<file path="src/rtl/bounce_gen_pkg.sv">
// rtl/bounce_gen_pkg.sv - shared types, LFSR constants and step function for bounce_gen
package bounce_pkg;

    localparam int LFSR_W = 16;
    localparam logic [LFSR_W-1:0] LFSR_TAPS = 16'hB400;

    typedef enum logic [1:0] {
        IDLE,
        BOUNCE,
        SETTLE,
        DONE
    } state_t;

    // One Galois step: shift right, fold taps in when the bit shifted out is 1
    function automatic logic [LFSR_W-1:0] lfsr_next(input logic [LFSR_W-1:0] cur);
        lfsr_next = cur[0] ? ((cur >> 1) ^ LFSR_TAPS) : (cur >> 1);
    endfunction

endpackage

</file>
<file path="src/rtl/bounce_gen_lfsr16.sv">
// rtl/bounce_gen_lfsr16.sv - 16-bit Galois LFSR that advances only on request
module lfsr16
    import bounce_pkg::*;
#(
    parameter logic [LFSR_W-1:0] SEED = 16'hACE1
) (
    input  logic              clk,
    input  logic              reset,
    input  logic              step,
    output logic [LFSR_W-1:0] q
);

    // Hold the value between phase loads so glitch widths are repeatable from SEED
    always_ff @(posedge clk or posedge reset) begin
        if (reset) begin
            q <= SEED;
        end else if (step) begin
            q <= lfsr_next(q);
        end
    end

endmodule

</file>
<file path="src/rtl/bounce_gen.sv">
// rtl/bounce_gen.sv - switch-bounce generator driving an emulated mechanical switch
module bounce_gen
    import bounce_pkg::*;
#(
    parameter int          CNT_W      = 16,
    parameter logic [15:0] SEED       = 16'hACE1,
    parameter logic        INIT_LEVEL = 1'b0
) (
    input  logic             clk,
    input  logic             reset,
    input  logic             start,
    input  logic             level,
    input  logic [3:0]       bounces,
    input  logic [CNT_W-1:0] max_glitch,
    input  logic [CNT_W-1:0] settle,
    output logic             sw,
    output logic             busy,
    output logic             done
);

    localparam logic [CNT_W:0] ONE = {{CNT_W{1'b0}}, 1'b1};

    state_t             state;
    logic [LFSR_W-1:0]  lfsr_q;
    logic               lfsr_step;
    logic [CNT_W:0]     phase_cnt;
    logic [4:0]         toggle_cnt;
    logic               level_r;
    logic [3:0]         bounces_r;
    logic [CNT_W-1:0]   glitch_mask_r;
    logic [CNT_W-1:0]   settle_r;

    logic               accept;
    logic               phase_last;
    logic [4:0]         toggle_target;
    logic [CNT_W:0]     width_first;
    logic [CNT_W:0]     width_next;
    logic [CNT_W:0]     settle_first;
    logic [CNT_W:0]     settle_next;

    lfsr16 #(
        .SEED (SEED)
    ) u_lfsr (
        .clk   (clk),
        .reset (reset),
        .step  (lfsr_step),
        .q     (lfsr_q)
    );

    // Phase lengths are kept as d (not d-1) in CNT_W+1 bits so a full mask cannot overflow
    always_comb begin
        accept        = start && (state == IDLE || state == DONE);
        phase_last    = (phase_cnt == ONE);
        toggle_target = {bounces_r, 1'b0};
        width_first   = {1'b0, lfsr_q[CNT_W-1:0] & max_glitch} + ONE;
        width_next    = {1'b0, lfsr_q[CNT_W-1:0] & glitch_mask_r} + ONE;
        settle_first  = {1'b0, settle} + ONE;
        settle_next   = {1'b0, settle_r} + ONE;
        lfsr_step     = (accept && (level != sw) && (bounces != 4'd0)) ||
                        (state == BOUNCE && phase_last && toggle_cnt != toggle_target);
    end

    // Sequencer: accept request, walk the glitch phases, settle, then pulse done
    always_ff @(posedge clk or posedge reset) begin
        if (reset) begin
            state         <= IDLE;
            sw            <= INIT_LEVEL;
            busy          <= 1'b0;
            done          <= 1'b0;
            phase_cnt     <= '0;
            toggle_cnt    <= '0;
            level_r       <= 1'b0;
            bounces_r     <= '0;
            glitch_mask_r <= '0;
            settle_r      <= '0;
        end else begin
            case (state)
                IDLE, DONE: begin
                    done <= 1'b0;
                    if (accept) begin
                        level_r       <= level;
                        bounces_r     <= bounces;
                        glitch_mask_r <= max_glitch;
                        settle_r      <= settle;
                        busy          <= 1'b1;
                        if (level != sw) begin
                            sw <= level;
                            if (bounces != 4'd0) begin
                                state      <= BOUNCE;
                                phase_cnt  <= width_first;
                                toggle_cnt <= 5'd1;
                            end else begin
                                state     <= SETTLE;
                                phase_cnt <= settle_first;
                            end
                        end else begin
                            state     <= SETTLE;
                            phase_cnt <= settle_first;
                        end
                    end else begin
                        state <= IDLE;
                        busy  <= 1'b0;
                    end
                end
                BOUNCE: begin
                    if (phase_last) begin
                        if (toggle_cnt == toggle_target) begin
                            sw        <= level_r;
                            state     <= SETTLE;
                            phase_cnt <= settle_next;
                        end else begin
                            sw         <= ~sw;
                            toggle_cnt <= toggle_cnt + 5'd1;
                            phase_cnt  <= width_next;
                        end
                    end else begin
                        phase_cnt <= phase_cnt - ONE;
                    end
                end
                SETTLE: begin
                    if (phase_last) begin
                        state <= DONE;
                        busy  <= 1'b0;
                        done  <= 1'b1;
                    end else begin
                        phase_cnt <= phase_cnt - ONE;
                    end
                end
                default: begin
                    state <= IDLE;
                    busy  <= 1'b0;
                    done  <= 1'b0;
                end
            endcase
        end
    end

endmodule

</file>
<file path="config.mk">
export PLATFORM = sky130hd
export DESIGN_NAME = bounce_gen
export DESIGN_NICKNAME = d
export VERILOG_FILES = /design/src/rtl/bounce_gen_pkg.sv /design/src/rtl/bounce_gen_lfsr16.sv /design/src/rtl/bounce_gen.sv
export SDC_FILE = /design/constraint.sdc
export NUM_CORES = 1
export LEC_CHECK = 0
export CORE_MARGIN = 4
export CORE_UTILIZATION = 55
export CTS_CLUSTER_DIAMETER = 80
export CTS_CLUSTER_SIZE = 40
export DETAILED_ROUTE_END_ITERATION = 10
export PLACE_DENSITY_LB_ADDON = 0.05
export SYNTH_ARGS = -nofsm -noshare
export SYNTH_HDL_FRONTEND = slang
export SYNTH_SLANG_ARGS = --single-unit
</file>
<file path="constraint.sdc">
create_clock -name clk -period 3.58 [get_ports clk]
set_clock_uncertainty 0.15 [all_clocks]
set_input_delay 0.716 -clock clk [delete_from_list [all_inputs] [get_ports clk]]
set_output_delay 0.716 -clock clk [all_outputs]
set_load 0.05 [all_outputs]
</file>
## Word level (Yosys, flattened, before mapping)

Cells that the tools add are included.
Widths: inputs -> output; s select.

| word-level totals | value |
|---|---|
| flip-flop bits (word level) | 80 |
| input bits | 40 |
| output and inout bits | 3 |
| word-level logic and storage cells | 85 |

| operators by class | value |
|---|---|
| add/subtract/negate cells | 6 |
| equality and inequality tests | 15 |
| mux-type cells | 31 |
| bitwise operators | 4 |
| reductions and logical operators | 18 |

Operators with widths:

| cell | number |
|---|---|
| $mux 17 | 6 |
| $add 16x1->17 const B | 4 |
| $pmux 17 s3 | 1 |
| $and 16x16->16 | 2 |
| $mux 5 | 5 |
| $eq 17x1->1 const B | 1 |
| $sub 17x1->17 const B | 1 |
| $mux 16 | 1 |
| $ne 2x2->1 const B | 7 |
| $mux 2 | 6 |
| $pmux 5 s2 | 1 |
| $mux 1 | 7 |
| $pmux 1 s2 | 3 |
| $pmux 2 s3 | 1 |
| $reduce_and 2->1 | 3 |
| $reduce_and 6->1 | 1 |
| $add 5x1->5 const B | 1 |
| $eq 5x5->1 | 1 |
| $logic_and 1x1->1 | 5 |
| $ne 5x5->1 | 1 |
| $eq 2x2->1 const B | 2 |
| $not 3->4 | 1 |
| $reduce_and 4->1 | 1 |
| $reduce_bool 2->1 | 2 |
| other kinds (9) | 10 |

## Longest topological paths before layout

| depth | value |
|---|---|
| depth after elaboration | 6 |
| depth in mapped cells | 13 |
| gate-level depth less buffers | 11 |

## Hierarchy

From an unflattened synthesis, not the netlist that was laid out.

| unflattened totals | value |
|---|---|
| cell total of the unflattened synthesis | 618 |
| area total of the unflattened synthesis | 5599.1 um2 |

Modules (own cells, without submodules):

| module | instances | cells each | area an instance (um2) | sequential area each (um2) |
|---|---|---|---|---|
| bounce_gen | 1 | 577 | 4939.7 | 1601.5 |
| lfsr16 | 1 | 41 | 659.4 | 410.4 |

## Worst setup path before layout

No wires, ideal clock.

| path | value |
|---|---|
| kind | register to register |
| from | register toggle_cnt[3] |
| to | register phase_cnt[14] |
| setup time | 0.077 ns |
| arrival | 2.604 ns |
| data required time | 3.353 ns |
| slack | 0.748 ns |
| stages on the path, launching flop included | 13 |
| path buffers | 2 |
| period minus slack after synthesis | 2.832 ns |
| cell sequence | dfrtp_1 > xnor2_1 > nand3_1 > nor2_2 > clkbuf_1 > o21ai_0 > ha_1 > o2111ai_1 > o2bb2a_1 > buf_4 > o21ai_2 > mux2_4 > a21oi_1 |

| on the way | value |
|---|---|
| word-level cells in the longest chain between the ends | 4 |

Ends and longest elaborated chain:

| what | RTL line | RTL |
|---|---|---|
| from (decl) | bounce_gen.sv:27 | `logic [4:0] toggle_cnt;` |
| from (signal assigned) | bounce_gen.sv:113 | `toggle_cnt <= toggle_cnt + 5'd1;` |
| $eq 5x5->1 | bounce_gen.sv:107 | `if (toggle_cnt == toggle_target) begin` |
| $mux 17 | bounce_gen.sv:107 |  |
| $mux 17 | bounce_gen.sv:106 | `if (phase_last) begin` |
| $pmux 17 s3 | bounce_gen.sv:77 | `case (state)` |
| to (signal assigned) | bounce_gen.sv:110 | `phase_cnt <= settle_next;` |
| to (signal assigned) | bounce_gen.sv:114 | `phase_cnt <= width_next;` |
| to (signal assigned) | bounce_gen.sv:117 | `phase_cnt <= phase_cnt - ONE;` |
| to (decl) | bounce_gen.sv:26 | `logic [CNT_W:0] phase_cnt;` |

No other way between the ends.
A chain may end at the register's enable or synchronous reset.

## Final worst setup path

| path | value |
|---|---|
| from | register toggle_cnt[3] |
| to | register phase_cnt[12] |

The elaborated chain is that of the path after synthesis.

==> impl_metrics.ini <==
[outcome]
status = finished clean

[clock_tree]
cts-root-buf = clkbuf_8
cts_tree = yes
cts_inserted_buffers = 9
clock_path_buffers = 2
clock_latency_ns = 0.36
cts_setup_buffers = 0
cts_sinks = 80
h-tree-depth = 3
clk_pin_slew_ns = 0.09
holdBufCountCts = 0
cts-resized-gates = 0

[place]
place_congestion = 0.966
hpwl_mm = 11.9
numPortBuffers = 42
dp_cells = 786

[routing]
met2_length_mm = 7.21
first_pass_iters = 7
met1_length_mm = 7.27
drc = 0
antenna_left = 0
highest_layer = met4
drt_iter0_drc = 535
post_drt_wl_per_cell_um = 19.3
vias_per_cell = 6.16
wl_mm = 15.5
met3WireLength_um = 828
vias = 4943

[yosys]
yosysWarnings = 0
avgSynthCellArea_um2 = 8.80
ys_types = 60
synth_nets = 671
synth_area_leaders = dfrtp_1, mux2_2, nand2_1
synth-seq-cells = 80
syn_inst = 623
synth_ff_type = dfrtp_1
syn-cell-area_um2 = 5480
synth_edf_count = 0
yosys.area.top_type = dfrtp_1
synthArstFlopShare_pct = 100
yosysSeqAreaShare_pct = 36.7
synth_top_cell_area_share_pct = 32.9

[power]
vdd_ir_drop_max_mv = 0.538
cellPowerDensity_nw_per_um2 = 714
cellLeakagePower_nw = 2.41

[sta]
clock.fmax_mhz = 329
tns_ns = 0
drv_slew = 0
hold_viol = 0
finalCriticalPeriod_ns = 3.04
fin_crit_sh_pct = 84.9
whs_ns = 0.358
rsz0062_at_grt = no
slew_headroom_pct = 35.6
worst_pin_slew_ns = 0.963
setup_viol = 0

[setup_path]
r2r_cells = 10
critPathMaxFanout = 6
rrSetupSlack_ns = 0.54
worstReg2RegStart = toggle_cnt[3]$_DFFE_PP0P_
cp.required_ns = 3.67
cp-end-kind = register
r2r_end = phase_cnt[12]$_DFFE_PP0P_
arrival_ns = 3.13
critPathLaunchType = register
crit_type = reg2reg

[floorplanning]
core_area_um2 = 9730
die_h_um = 108
start_util_pct = 56.4
dieArea_um2 = 11600
io_pins = 43
die_w_um = 108
row_count = 36

[grt]
grt_overflow_total = 0
grt_usage_pct = 27.9
grt_max_degree = 39
antenna_found_initial = 0
grt_pass1_wl_mm = 25.2
grt_pass1_vias = 4688

[hold_path]
hold_path_class = reg2reg
holdPathEnd = glitch_mask_r[5]$_DFFE_PP0P_
holdPathStages = 1
holdCritStartpoint = glitch_mask_r[5]$_DFFE_PP0P_

[finish]
final_cell_count_no_fill = 802
antennaDiodeCount = 0
drive_above_1_share_pct = 16.0
syn2layout_area_growth_pct = 14.9
nNetsFinal = 712

[flow_run]
max-cap-violations = 0
-- how the worst max path moves through the flow --
stage	start	end	depth (start not counted)
2_1_floorplan	reset	bounces_r[0]$_DFFE_PP0P_	1
3_3_place_gp	max_glitch[0]	phase_cnt[16]$_DFFE_PP0P_	11
3_5_place_dp	max_glitch[0]	phase_cnt[16]$_DFFE_PP0P_	11
4_1_cts	toggle_cnt[2]$_DFFE_PP0P_	phase_cnt[10]$_DFFE_PP0P_	10
5_1_grt	toggle_cnt[3]$_DFFE_PP0P_	phase_cnt[10]$_DFFE_PP0P_	10
6_report	toggle_cnt[3]$_DFFE_PP0P_	phase_cnt[12]$_DFFE_PP0P_	10
-- cells by family after synthesis --
logic type	after synthesis	share of synthesized area (%)
AND/OR/NAND/NOR	250	23.0
XOR/XNOR	54	8.63
AO/OA/AOI/OAI	137	15.6
buffers and inverters	39	3.01
adder cells (fa/ha/maj)	8	1.83
flip-flops	80	36.7
multiplexers	55	11.3
-- power breakdown --
part           internal, mW  switching (mW)
registers              1.25           0.347
logic                 0.933            1.18
clock network         0.416           0.365
total                  2.60            1.90
-- registers in the layout, indices dropped and copies added (netlist names) --
signal	count
glitch_mask_r	16
busy	1
done	1
phase_cnt	17
level_r	1
u_lfsr.q	16
settle_r	16
sw	1
toggle_cnt	5
bounces_r	4
state	2
-- layout by cell type, fill, tap and decap left out, types with 3 or more instances in the layout --
cell type | netlist | final
xnor2_1 | 39 | 39
o22ai_1 | 8 | 8
nand2_1 | 94 | 93
nor4_1 | 16 | 16
a21o_1 | 5 | 5
dfrtp_1 | 72 | 72
xor2_1 | 15 | 15
nor2_1 | 33 | 33
nand4_1 | 16 | 16
ha_1 | 8 | 8
nand3_1 | 30 | 30
and4_1 | 4 | 4
nand2b_1 | 4 | 4
or3_1 | 5 | 5
mux2_2 | 51 | 51
buf_4 | 2 | 16
o21ai_0 | 45 | 45
inv_1 | 11 | 10
o211ai_1 | 10 | 10
mux2i_1 | 3 | 3
and3_1 | 9 | 9
a31oi_1 | 10 | 10
dfstp_2 | 8 | 8
o31ai_1 | 8 | 8
a21oi_1 | 24 | 24
nor3_1 | 20 | 20
a21boi_0 | 3 | 3
clkdlybuf4s50_1 | 0 | 42
a211oi_1 | 5 | 5
clkbuf_8 | 0 | 10
-- stage by stage --
step	power, mW	worst slack (ns)	util [%]	instance area, um2
after floorplan	3.12	0.676	-	5480
after global placement	3.63	0.348	62.4	6070
after detailed placement	3.69	0.361	62.4	6070
after CTS	4.48	0.619	64.7	6300
after global routing	4.80	0.436	64.7	6300
final	4.49	0.542	64.7	6300
-- cells in the mapped netlist, types with 10 or more instances --
cell type,count
a21oi_1,24
a31oi_1,10
clkbuf_1,13
dfrtp_1,72
inv_1,11
mux2_2,51
nand2_1,94
nand3_1,30
nand4_1,16
nor2_1,33
nor3_1,20
nor4_1,16
o211ai_1,10
o21ai_0,45
xnor2_1,39
xor2_1,15
-- layer usage --
metal	up-vias	track usage [%]
li1	2347	-
met1	2382	41.2
met2	194	44.1
met3	20	3.00
met4	0	6.31
met5	-	0
-- worst max-delay path, stage by stage, from the launching register on --
cell and delay, ns:
dfrtp_1 0.45, xnor2_1 0.16, nand3_1 0.17, nor2_2 0.09, o21ai_0 0.44, ha_1 0.30, o2111ai_1 0.18, o2bb2a_1 0.48
a221oi_1 0.14, a31oi_1 0.27, a21oi_1 0.11
-- area by class of cell --
cell class | count | area, um2
inverters | 11 | 42.5
repair buffers | 58 | 541
multi-input cells | 504 | 3310
well taps | 133 | 166
clock buffers | 10 | 138
flip-flops and latches | 80 | 2010
fillers | 860 | 3430
clock inverters | 6 | 91.3
No activity file was read; power rests on OpenSTA's default activity.
